## src/rtl/uart_tx_fifo_if.sv

```systemverilog
// Valid/ready word handshake feeding the buffered UART transmitter.
interface uart_tx_fifo_if #(
  parameter int DATA_SIZE = 8
);
  logic                 valid_in;
  logic [DATA_SIZE-1:0] data_in;
  logic                 ready_out;

  modport master (output valid_in, output data_in, input ready_out);
  modport slave  (input valid_in, input data_in, output ready_out);
endinterface

```

## src/rtl/uart_tx_fifo.sv

```systemverilog
// Buffered UART transmitter: FIFO-fed, LSB-first framing with per-frame latched
// divisor, parity mode and stop-bit count; queued frames go out back-to-back.
module uart_tx_fifo #(
  parameter int DATA_SIZE  = 8,
  parameter int FIFO_DEPTH = 16,
  parameter int DIV_WIDTH  = 16
) (
  input  logic                              clk_in,
  input  logic                              rst_n_in,
  uart_tx_fifo_if.slave                     bus,
  input  logic [DIV_WIDTH-1:0]              baud_div_in,
  input  logic [1:0]                        parity_mode_in,
  input  logic                              two_stop_in,
  output logic                              tx_out,
  output logic                              busy_out,
  output logic [$clog2(FIFO_DEPTH+1)-1:0]   fifo_count_out
);
  localparam int CNT_W = $clog2(FIFO_DEPTH + 1);
  localparam int PTR_W = $clog2(FIFO_DEPTH);
  localparam int BIT_W = (DATA_SIZE > 1) ? $clog2(DATA_SIZE) : 1;
  localparam logic [BIT_W-1:0] LAST_BIT = BIT_W'(DATA_SIZE - 1);

  typedef enum logic [2:0] {IDLE, START, DATA, PARITY, STOP} state_t;

  // Divisors below 2 would give a zero-length bit period.
  function automatic logic [DIV_WIDTH-1:0] clamp_div(input logic [DIV_WIDTH-1:0] d);
    return (d < DIV_WIDTH'(2)) ? DIV_WIDTH'(2) : d;
  endfunction

  logic [DATA_SIZE-1:0] mem [FIFO_DEPTH];
  logic [PTR_W-1:0]     wr_ptr, rd_ptr;
  logic [CNT_W-1:0]     count;
  logic [DATA_SIZE-1:0] head, shreg;
  logic                 push, pop, shift, bit_end, last_stop;

  state_t               state;
  logic [DIV_WIDTH-1:0] baud_cnt, div_q;
  logic [BIT_W-1:0]     bit_idx;
  logic                 stop_second, par_en_q, par_bit_q, two_q, tx_q;

  assign bus.ready_out  = (count < CNT_W'(FIFO_DEPTH));
  assign push           = bus.valid_in && bus.ready_out;
  assign head           = mem[rd_ptr];
  assign bit_end        = (baud_cnt == div_q - DIV_WIDTH'(1));
  assign last_stop      = (state == STOP) && bit_end && (!two_q || stop_second);
  assign pop            = (count != '0) && ((state == IDLE) || last_stop);
  assign shift          = bit_end && ((state == START) ||
                                      ((state == DATA) && (bit_idx != LAST_BIT)));
  assign tx_out         = tx_q;
  assign busy_out       = (state != IDLE) || (count != '0);
  assign fifo_count_out = count;

  always_ff @(posedge clk_in) begin
    if (push) mem[wr_ptr] <= bus.data_in;
  end

  always_ff @(posedge clk_in or negedge rst_n_in) begin
    if (!rst_n_in) begin
      wr_ptr <= '0;
      rd_ptr <= '0;
      count  <= '0;
    end else begin
      if (push) wr_ptr <= wr_ptr + PTR_W'(1);
      if (pop)  rd_ptr <= rd_ptr + PTR_W'(1);
      case ({push, pop})
        2'b10:   count <= count + CNT_W'(1);
        2'b01:   count <= count - CNT_W'(1);
        default: count <= count;
      endcase
    end
  end

  // Bit 0 leaves the shifter as the start bit ends; each data bit boundary exposes the next.
  always_ff @(posedge clk_in) begin
    if (pop)        shreg <= head;
    else if (shift) shreg <= shreg >> 1;
  end

  always_ff @(posedge clk_in or negedge rst_n_in) begin
    if (!rst_n_in) begin
      state       <= IDLE;
      tx_q        <= 1'b1;
      baud_cnt    <= '0;
      div_q       <= DIV_WIDTH'(2);
      bit_idx     <= '0;
      stop_second <= 1'b0;
      par_en_q    <= 1'b0;
      par_bit_q   <= 1'b0;
      two_q       <= 1'b0;
    end else begin
      case (state)
        IDLE: begin
        end
        START: if (bit_end) begin
          state   <= DATA;
          tx_q    <= shreg[0];
          bit_idx <= '0;
        end
        DATA: if (bit_end) begin
          if (bit_idx == LAST_BIT) begin
            if (par_en_q) begin
              state <= PARITY;
              tx_q  <= par_bit_q;
            end else begin
              state       <= STOP;
              tx_q        <= 1'b1;
              stop_second <= 1'b0;
            end
          end else begin
            bit_idx <= bit_idx + BIT_W'(1);
            tx_q    <= shreg[0];
          end
        end
        PARITY: if (bit_end) begin
          state       <= STOP;
          tx_q        <= 1'b1;
          stop_second <= 1'b0;
        end
        STOP: if (bit_end) begin
          if (two_q && !stop_second) begin
            stop_second <= 1'b1;
          end else begin
            state <= IDLE;
            tx_q  <= 1'b1;
          end
        end
        default: begin
          state <= IDLE;
          tx_q  <= 1'b1;
        end
      endcase
      baud_cnt <= ((state == IDLE) || bit_end) ? '0 : baud_cnt + DIV_WIDTH'(1);
      // A pop overrides the above: new frame config and start bit take effect together.
      if (pop) begin
        state     <= START;
        tx_q      <= 1'b0;
        baud_cnt  <= '0;
        div_q     <= clamp_div(baud_div_in);
        par_en_q  <= (parity_mode_in == 2'b01) || (parity_mode_in == 2'b10);
        par_bit_q <= (^head) ^ (parity_mode_in == 2'b10);
        two_q     <= two_stop_in;
      end
    end
  end
endmodule
```

## src/flat_wrapper.sv

```systemverilog
// flat-port wrapper written by rule: the top's interface ports become plain ports
module uart_tx_fifo_flat 
#(
  parameter int DATA_SIZE  = 8,
  parameter int FIFO_DEPTH = 16,
  parameter int DIV_WIDTH  = 16
)
  (clk_in, rst_n_in, baud_div_in, parity_mode_in, two_stop_in, tx_out, busy_out, fifo_count_out, bus_valid_in, bus_data_in, bus_ready_out);
  uart_tx_fifo_if #(.DATA_SIZE(DATA_SIZE)) bus_i ();
  input  logic clk_in;
  input  logic rst_n_in;
  input  logic [DIV_WIDTH-1:0] baud_div_in;
  input  logic [1:0] parity_mode_in;
  input  logic two_stop_in;
  output logic tx_out;
  output logic busy_out;
  output logic [$clog2(FIFO_DEPTH+1)-1:0] fifo_count_out;
  input wire logic [$bits(bus_i.valid_in)-1:0] bus_valid_in;
  input wire logic [$bits(bus_i.data_in)-1:0] bus_data_in;
  output wire logic [$bits(bus_i.ready_out)-1:0] bus_ready_out;
  assign bus_i.valid_in = bus_valid_in;
  assign bus_i.data_in = bus_data_in;
  assign bus_ready_out = bus_i.ready_out;
  uart_tx_fifo #(.DATA_SIZE(DATA_SIZE), .FIFO_DEPTH(FIFO_DEPTH), .DIV_WIDTH(DIV_WIDTH)) u_core (.clk_in(clk_in), .rst_n_in(rst_n_in), .bus(bus_i), .baud_div_in(baud_div_in), .parity_mode_in(parity_mode_in), .two_stop_in(two_stop_in), .tx_out(tx_out), .busy_out(busy_out), .fifo_count_out(fifo_count_out));
endmodule
```

## config.mk

```make
export PLATFORM = sky130hd
export DESIGN_NAME = uart_tx_fifo_flat
export DESIGN_NICKNAME = d
export VERILOG_FILES = /design/src/rtl/uart_tx_fifo_if.sv /design/src/rtl/uart_tx_fifo.sv /design/src/flat_wrapper.sv
export SDC_FILE = /design/constraint.sdc
export NUM_CORES = 1
export LEC_CHECK = 0
export ABC_CLOCK_PERIOD_IN_PS = 6560
export BUFFER_PORTS_ARGS = -buffer_cell sky130_fd_sc_hd__buf_4
export CAP_MARGIN = 25
export CORE_MARGIN = 4
export CORE_UTILIZATION = 55
export DETAILED_ROUTE_END_ITERATION = 10
export PLACE_DENSITY_LB_ADDON = 0.12
export SETUP_SLACK_MARGIN = 0.4
export SYNTH_ARGS = -nofsm -noshare
export SYNTH_HDL_FRONTEND = slang
export SYNTH_SLANG_ARGS = --single-unit
```

## constraint.sdc

```tcl
create_clock -name clk_in -period 6.56 [get_ports clk_in]
set_input_delay 1.312 -clock clk_in [delete_from_list [all_inputs] [get_ports clk_in]]
set_output_delay 1.312 -clock clk_in [all_outputs]
set_load 0.01 [all_outputs]
```

* Word-level counts from Yosys, hierarchy flattened
Memories as Yosys holds them, arrays and structs flattened. Index checks and enable logic that the tools add are counted.
Storage, ports and cells: flip-flop bits (word level) 64, memory bits (read-only) 0, word-level logic and storage cells 114, output and inout bits 8, memory bits (writable) 128, memories 1, input port bits 30, latch bits 0
Cells by class: $lt $le $gt $ge 2, multiply operators 0, mux-type cells 37, $add $sub $neg 7, divide/modulo/power cells 0, equality and inequality tests 26, reductions and logical operators 27, bitwise gates (word level) 1, shift-type cells 0
Memories:
- u_core.mem | depth 16, bits a word 8, read ports 1, clocked after Yosys merged registers in 0, write ports 1, RTL line uart_tx_fifo.sv:30 | logic [DATA_SIZE-1:0] mem [FIFO_DEPTH];
Operator list (number):
- $mux W16 | 3
- $mux W3 | 11
- $add A16 B1 Y16 const B | 1
- $eq A16 B16 Y1 | 1
- $lt A16 B2 Y1 const B | 1
- $mux W1 | 16
- $mux W8 | 2
- $sub A16 B1 Y16 const B | 1
- $pmux W3 S5 | 1
- $reduce_and A7 Y1 | 2
- $ne A3 B1 Y1 const B | 4
- $ne A2 B1 Y1 const B | 5
- $pmux W5 S2 | 1
- $add A4 B1 Y4 const B | 2
- $ne A2 B2 Y1 const B | 4
- $reduce_xor A8 Y1 | 1
- $logic_and A1 B1 Y1 | 7
- $eq A3 B2 Y1 const B | 2
- $eq A3 B3 Y1 const B | 2
- $logic_or A1 B1 Y1 | 6
- $ne A3 B2 Y1 const B | 2
- $pmux W3 S2 | 1
- $reduce_and A6 Y1 | 1
- $reduce_bool A2 Y1 | 3
- other kinds (16) | 20

* Logic depth before layout (Yosys ltp)
Gate-level depths: netlist of run 1.
word-level depth 8, gate-level depth with buffers 20, mapped depth without buffers 18

* Least setup slack after synthesis of run 1
No wires, ideal clock.
path kind reg-to-reg, start point reg u_core.div_q[0], end point reg u_core.count[4], in the netlist u_core.fifo_count_out[4], data arrival time 4.032 ns, path slack 2.404 ns, data required time 6.436 ns, cell stages (with the launch flop) 21, library setup time 0.124 ns, clock period less this slack 4.156 ns, cell sequence dfrtp_1 > inv_1 > ha_1 > or3b_2 > a2111oi_4 > nor4b_1 > or3_1 > nor4b_4 > a31oi_4 > nor2_4 > buf_6 > ha_1 > clkbuf_1 > xor2_1 > ha_1 > o21ai_0 > a21oi_1 > a21oi_1 > xor2_1 > nor2_1 > xnor2_1
Between the ends: cells in the longest elaborated chain, start to end 8
Ends and longest elaborated chain:
- start, declared | RTL line uart_tx_fifo.sv:37 | logic [DIV_WIDTH-1:0] baud_cnt, div_q;
- start signal, assigned | RTL line uart_tx_fifo.sv:138 | div_q <= clamp_div(baud_div_in);
- $sub A16 B1 Y16 * | RTL line uart_tx_fifo.sv:44 | assign bit_end = (baud_cnt == div_q - DIV_WIDTH'(1));
- $eq A16 B16 Y1 * | RTL line uart_tx_fifo.sv:44
- $logic_and A1 B1 Y1 * (2 in series) | RTL line uart_tx_fifo.sv:45 | assign last_stop = (state == STOP) && bit_end && (!two_q || stop_second);
- $logic_or A1 B1 Y1 * | RTL line uart_tx_fifo.sv:46 | assign pop = (count != '0) && ((state == IDLE) || last_stop);
- $logic_and A1 B1 Y1 * | RTL line uart_tx_fifo.sv:46
- $eq A2 B1 Y1 / $eq A2 B2 Y1 (equally long branches) | RTL line uart_tx_fifo.sv:65 | case ({push, pop})
- $pmux W5 S2 / $reduce_bool A2 Y1 (equally long branches)
- end signal, assigned | RTL line uart_tx_fifo.sv:66 | 2'b10: count <= count + CNT_W'(1);
- end signal, assigned | RTL line uart_tx_fifo.sv:67 | 2'b01: count <= count - CNT_W'(1);
- end signal, assigned | RTL line uart_tx_fifo.sv:68 | default: count <= count;
- end, declared | RTL line uart_tx_fifo.sv:32 | logic [CNT_W-1:0] count;
Mark *: on every way between the ends. The rest lies on a longest branch, timed or not. A chain may end at the register's enable or synchronous reset.

* Final worst setup path of run 1
Same ends and word-level chain as after synthesis.

==> results.toml, run 1 <==
[cts]
post_cts_resized = 0
clk_pin_slew_ns = 0.07
cts_hold_buf = 0
cts_root_buf = "clkbuf_16"
cts.sinks = 192
h-tree-depth = 4
clk_path_buf_depth = 2
insertion_delay_ns = 0.43
cts_tree = "yes"
postCtsSetupBuffers = 0
numCtsBuffers = 17

[synth]
ys_async_sr_fraction = 0.292
synth_area_leaders = "edfxtp_1, dfrtp_1, mux4_2"
netlist_area_sq_um = 8920
synth.distinct_cells = 66
syn-instance-count = 630
yosysMostFrequentCell = "edfxtp_1"
synth_area_leader_cell = "edfxtp_1"
yosys-top-cells-count = "edfxtp_1, dfrtp_1, nor2_1, mux2i_1, nand2_1"
synth-seq-cells = 192
yosys_most_used_dff = "edfxtp_1"
yosysTopAreaCellShare = 0.458
synth_edf_count = 136
synth_area_per_cell_sq_um = 14.2
yosysWarnings = 0
ys_seq_area_frac = 0.615
synth_nets = 674

[power]
total_power_uw = 2600
p_leak_uw = 0.00380
p_seq_frac = 0.532
swShare = 0.251
clkPwrFrac = 0.386
p_int_uw = 1950
combPwrFrac = 0.082
p_switching_uw = 655
pwr_density_cell_nw_per_um2 = 262
ir_drop_v = 0.000185

[critical_path]
crit_cells = 18
critPathArrivalTime_ns = 4.73
endpoint_kind = "flop"
reg2reg_to = "u_core.fifo_count_out[4]"
cp_max_fo = 9
cp.required_ns = 6.88
r2r-start = "u_core.div_q[0]"
path_cells = "inv_1 -> ha_1 -> or3b_2 -> a2111oi_4 -> nor4b_1 -> or3_1 -> nor4b_4 -> a31oi_4 -> nor2_4 -> ha_1 -> xor2_1 -> ha_1 -> o21ai_0 -> a21oi_1 -> a21oi_1 -> xor2_1 -> nor2_1 -> xnor2_1"
critPathKind = "flop to flop"
crit_start = "u_core.div_q[0]"
crit_top_cell = "ha_1"
cp-start-kind = "flop"
max_stage_delay_ns = 0.50
ff2ff_path_depth = 18
critPathSlowestCell = "or3b_2"
crit_family = "simple AND/OR/NAND/NOR gates"
crit_end = "u_core.fifo_count_out[4]"
cp_num_buf_inv = 1
rrSetupSlack_ns = 2.15

[timing]
setup_violations = 0
post-route-period-util = 0.673
max_freq_ghz = 0.227
clock_skew_ns = 0.00678
fin_tns_setup_ns = 0
tightest_slew_ns = 1.02
rsz0062_at_grt = "false"
relSlewSlack = 0.319
maxSlewViolCount = 0
period_minus_slack_ns = 4.41
hold_violations = 0

[grt]
track_usage = 0.212
grt_pass1_vias = 5206
grt_first_pass_wirelength_microns = 29100
overflow = 0
grt_max_degree = 57
grt_antenna_before_repair = 0

[floorplanning]
dieArea_sq_um = 18300
rows = 46
die_h_microns = 135
die_w_microns = 135
coreArea_sq_um = 15900
initial_core_util = 0.562
io_pins = 38

[worst_hold_path]
min_path_type = "flop to flop"

[flow_run]
maxCapViolations = 0

[detailed_routing]
first_pass_iters = 5
drtAntennaViolNets = 0
drt_wl_total_microns = 18200
vias = 5217
wire_per_inst_microns = 20.5
drt_iter0_markers = 446
drc = 0
drt-vias-per-instance = 5.86

[final_layout]
drive_gt1_frac = 0.199
final_area_sq_um = 9950
multi_input_area_sq_um = 3210
antennaDiodeCount = 0
syn2layout_area_growth_pct = 11.5
fillers = 1226
fin_nets = 706
regArea_sq_um = 5490

[place]
placed_cell_area_sq_um = 9360
gp_congestion = 0.842
dpl.hpwl_microns = 12500
port_buffers = 37

[run_status]
outcome = "finished, final reports clean"
==> final cells by class <==
cell class	instances	area share
repair buffers	44	0.0332
well taps	216	0.0272
clock inverters	15	0.0165
multi-input cells	390	0.322
inverters	17	0.00641
flip-flops and latches	192	0.552
clock buffers	17	0.0428
==> worst min-delay path, stage by stage, from the launching register on <==
cell and delay, ns:
dfrtp_1 0.34, a41oi_1 0.04, nor2_1 0.07
==> flip-flops by register name, indices dropped and copies added, names as in the netlist, 3 cells and up <==
signal	flops
u_core.baud_cnt	16
u_core.bit_idx	3
u_core.div_q	16
u_core.fifo_count_out	5
u_core.mem	128
u_core.rd_ptr	4
u_core.shreg	8
u_core.state	3
u_core.wr_ptr	4
==> metal layers <==
metal	routed length, microns	GRT usage	vias up
met1	8550	0.315	2580
met5	0	0	-
li1	-	-	2452
met3	1120	0.0416	18
met2	8400	0.327	167
met4	178	0.0532	0
==> kinds of logic after synthesis <==
kind of cell / synth area share
xor gates and xnor gates: 0.0516
and+or+nand+nor: 0.0970
adders and majority gates: 0.0196
muxes: 0.121
DFF: 0.615
AOI/OAI and AO/OA: 0.0704
buffers and inverters: 0.0254
==> per-stage QoR <==
step,setup WS (ns),util,hold WS (ns),cells
floorplan,2.40,-,0.457,630
global placement,2.41,0.589,0.477,859
detailed placement,2.20,0.589,0.482,859
CTS,2.17,0.626,0.499,891
global route,1.96,0.626,0.554,891
finish,2.15,0.626,0.495,891
==> power groups by stage <==
stage                     logic [uW]  registers, uW  clock network, uW
after floorplan                  165           1380                  0
after global placement           208           1410                  0
after detailed placement         213           1410                  0
after CTS                        215           1390               1020
after global routing             234           1390               1080
final                            213           1380               1010
==> worst min-delay path by stage <==
stage / startpoint / end / slack, ns / cells after the start
final: u_core.stop_second / u_core.stop_second / 0.49 / 2
after floorplan: u_core.stop_second / u_core.stop_second / 0.46 / 2
after global placement: u_core.stop_second / u_core.stop_second / 0.48 / 2
after global routing: u_core.bit_idx[2] / u_core.bit_idx[2] / 0.55 / 2
after detailed placement: u_core.stop_second / u_core.stop_second / 0.48 / 2
after CTS: u_core.stop_second / u_core.stop_second / 0.50 / 2
==> placed cells by master, fill, tap and decap left out, types with 4 or more instances in the layout <==
| master | n |
|---|---|
| and3_1 | 5 |
| a31oi_1 | 4 |
| nand4_1 | 6 |
| clkbuf_16 | 17 |
| nand2b_1 | 7 |
| mux2_2 | 4 |
| or4_1 | 5 |
| inv_6 | 5 |
| inv_1 | 16 |
| mux2_4 | 20 |
| nor2_1 | 41 |
| o21ai_0 | 28 |
| xnor2_1 | 28 |
| nand3_1 | 13 |
| nor4_1 | 5 |
| mux4_2 | 16 |
| a22oi_1 | 9 |
| a221oi_1 | 17 |
| dfrtp_1 | 53 |
| nand2_1 | 35 |
| nor2b_1 | 7 |
| a21oi_1 | 9 |
| xor2_1 | 22 |
| ha_1 | 14 |
| buf_4 | 44 |
| edfxtp_1 | 136 |
| nor3_1 | 12 |
| mux2i_1 | 35 |
Power figures use the tool's default switching activity.
==> inputs of run 2 (changes only) <==
--- a/config.mk
+++ b/config.mk
@@ -5,7 +5,7 @@
 export SDC_FILE = /design/constraint.sdc
 export NUM_CORES = 1
 export LEC_CHECK = 0
-export ABC_CLOCK_PERIOD_IN_PS = 6560
+export ABC_CLOCK_PERIOD_IN_PS = 4000
 export BUFFER_PORTS_ARGS = -buffer_cell sky130_fd_sc_hd__buf_4
 export CAP_MARGIN = 25
 export CORE_MARGIN = 4
==> constraint.sdc (replaced) <==
create_clock -name clk_in -period 4 [get_ports clk_in]
set_input_delay 0.8 -clock clk_in [delete_from_list [all_inputs] [get_ports clk_in]]
set_output_delay 0.8 -clock clk_in [all_outputs]
set_load 0.01 [all_outputs]
==> results.toml, run 2 (synthesis gave the netlist of run 1 again) <==
[run_status]
outcome = "finished, final reports clean"

[critical_path]
ff2ff_path_depth = 17
endpoint_kind = "flop"
cp-start-kind = "flop"
cp_max_fo = 5
r2r-start = "u_core.div_q[4]"
max_stage_delay_ns = 0.58
critPathKind = "flop to flop"
path_cells = "buf_4 -> or4_4 -> nor3_1 -> nor3b_1 -> or3_1 -> nor4b_4 -> a31oi_4 -> nor2_4 -> ha_4 -> xor2_1 -> ha_2 -> o21ai_1 -> a21oi_1 -> a21oi_1 -> xor2_1 -> nor2_1 -> xnor2_1"
crit_family = "simple AND/OR/NAND/NOR gates"
cp.required_ns = 4.32
cp_num_buf_inv = 1
crit_end = "u_core.fifo_count_out[4]"
rrSetupSlack_ns = 0.34
crit_cells = 17
crit_start = "u_core.div_q[4]"
reg2reg_to = "u_core.fifo_count_out[4]"
critPathArrivalTime_ns = 3.97
critPathSlowestCell = "or4_4"

[place]
dpl.hpwl_microns = 12100
port_buffers = 37
pre_cts_ws_ns = 0.169
placed_cell_area_sq_um = 9480
gp_congestion = 0.799

[timing]
maxSlewViolCount = 0
tightest_slew_ns = 0.946
hold_violations = 0
setup_violations = 0
clock_skew_ns = 0.0115
layout_setup_ws_ns = 0.344
period_minus_slack_ns = 3.66
rsz0062_at_grt = "true"
fin_tns_setup_ns = 0
relSlewSlack = 0.367
post-route-period-util = 0.914
max_freq_ghz = 0.273

[final_layout]
fillers = 1174
top_register = "u_core.mem"
drive_gt1_frac = 0.250
final_common_cell = "edfxtp_1"
antennaDiodeCount = 0
largest_reg_flops = 128
syn2layout_area_growth_pct = 14.8
final_area_sq_um = 10200
top_regs = "u_core.mem: 128 flops, u_core.baud_cnt: 16 flops, u_core.div_q: 16 flops"
final_cell_mix = "edfxtp_1, buf_4, dfrtp_1, nor2_1"
fin_nets = 728

[grt]
track_usage = 0.203
grt_antenna_before_repair = 0
grt_pass1_vias = 5373
grt_first_pass_wirelength_microns = 28700
overflow = 0
grt_max_degree = 57

[detailed_routing]
drc = 0
first_pass_iters = 5
drt_wl_total_microns = 17700
wire_per_inst_microns = 19.4
drt-vias-per-instance = 5.74
vias = 5244
drt_iter0_markers = 294
drtAntennaViolNets = 0

[cts]
h-tree-depth = 4
cts_tree = "yes"
numCtsBuffers = 17
cts.sinks = 192
clk_path_buf_depth = 2
insertion_delay_ns = 0.44
clk_pin_slew_ns = 0.07
cts_root_buf = "clkbuf_16"

[floorplanning]
dieArea_sq_um = 18300
io_pins = 38
rows = 46
die_h_microns = 135
initial_core_util = 0.562
coreArea_sq_um = 15900
die_w_microns = 135

[power]
p_leak_uw = 0.00393
pwr_density_cell_nw_per_um2 = 427
ir_drop_v = 0.000418

[flow_run]
maxCapViolations = 0

[worst_hold_path]
min_path_type = "primary input to async pin"
==> run 2: cell types whose count changed in the layout (fill, tap and decap cells not counted), moves of 4 or more <==
| cell | previous run | this run |
|---|---|---|
| or4_4 | 0 | 4 |
| dfrtp_2 | 1 | 6 |
| buf_4 | 44 | 63 |
| dfrtp_1 | 53 | 48 |
==> run 2: repair_timing <==
| item | CTS | global route |
|---|---|---|
| pin swaps | 8 | 9 |
| gates resized for setup | 3 | 11 |
| endpoints found under the setup margin | 12 | 18 |
| hold buffers | 0 | 0 |
| setup buffers | 7 | 8 |
| endpoints found under the hold margin | 0 | 0 |
| cloned | 0 | 1 |
==> run 2: stage by stage <==
step | std cells | util | power [uW] | hold slack, ns
global route | 913 | 0.645 | 4530 | 0.490
CTS | 904 | 0.638 | 4380 | 0.452
finish | 913 | 0.645 | 4370 | 0.435
global placement | 864 | 0.596 | 2660 | 0.474
floorplan | 630 | - | 2540 | 0.457
detailed placement | 865 | 0.597 | 2670 | 0.503
==> run 2: report_power, final <==
| group | total (uW) | switching, uW | leakage (uW) | internal [uW] |
|---|---|---|---|---|
| Combinational | 379 | 185 | 0.00173 | 194 |
| Clock | 1730 | 784 | 0.000287 | 945 |
| Sequential | 2260 | 87.2 | 0.00191 | 2180 |
| Total | 4370 | 1060 | 0.00393 | 3320 |
==> run 2: final cells by class <==
| class | instances | area [sq um] | share of cell area |
|---|---|---|---|
| inverters | 17 | 63.8 | 0.00623 |
| clock buffers | 18 | 429 | 0.0419 |
| clock inverters | 14 | 168 | 0.0164 |
| well taps | 216 | 270 | 0.0264 |
| repair buffers | 65 | 504 | 0.0492 |
| multi-input cells | 391 | 3310 | 0.323 |
| flip-flops and latches | 192 | 5500 | 0.537 |
==> run 2: how the worst min path moves through the flow <==
stage,start,slack [ns],to,depth (start not counted)
floorplan,u_core.stop_second,0.46,u_core.stop_second,2
global placement,u_core.stop_second,0.47,u_core.stop_second,2
global route,rst_n_in,0.49,u_core.div_q[2],1
detailed placement,u_core.stop_second,0.50,u_core.stop_second,2
CTS,rst_n_in,0.45,u_core.baud_cnt[2],1
finish,rst_n_in,0.43,u_core.div_q[2],1
==> run 2: metal layers <==
layer / routed length (microns) / track usage / vias up
met1: 7730 / 0.270 / 2602
met4: 382 / 0.0566 / 0
met2: 8890 / 0.340 / 127
li1: - / - / 2485
met3: 694 / 0.0442 / 30
met5: 0 / 0 / -
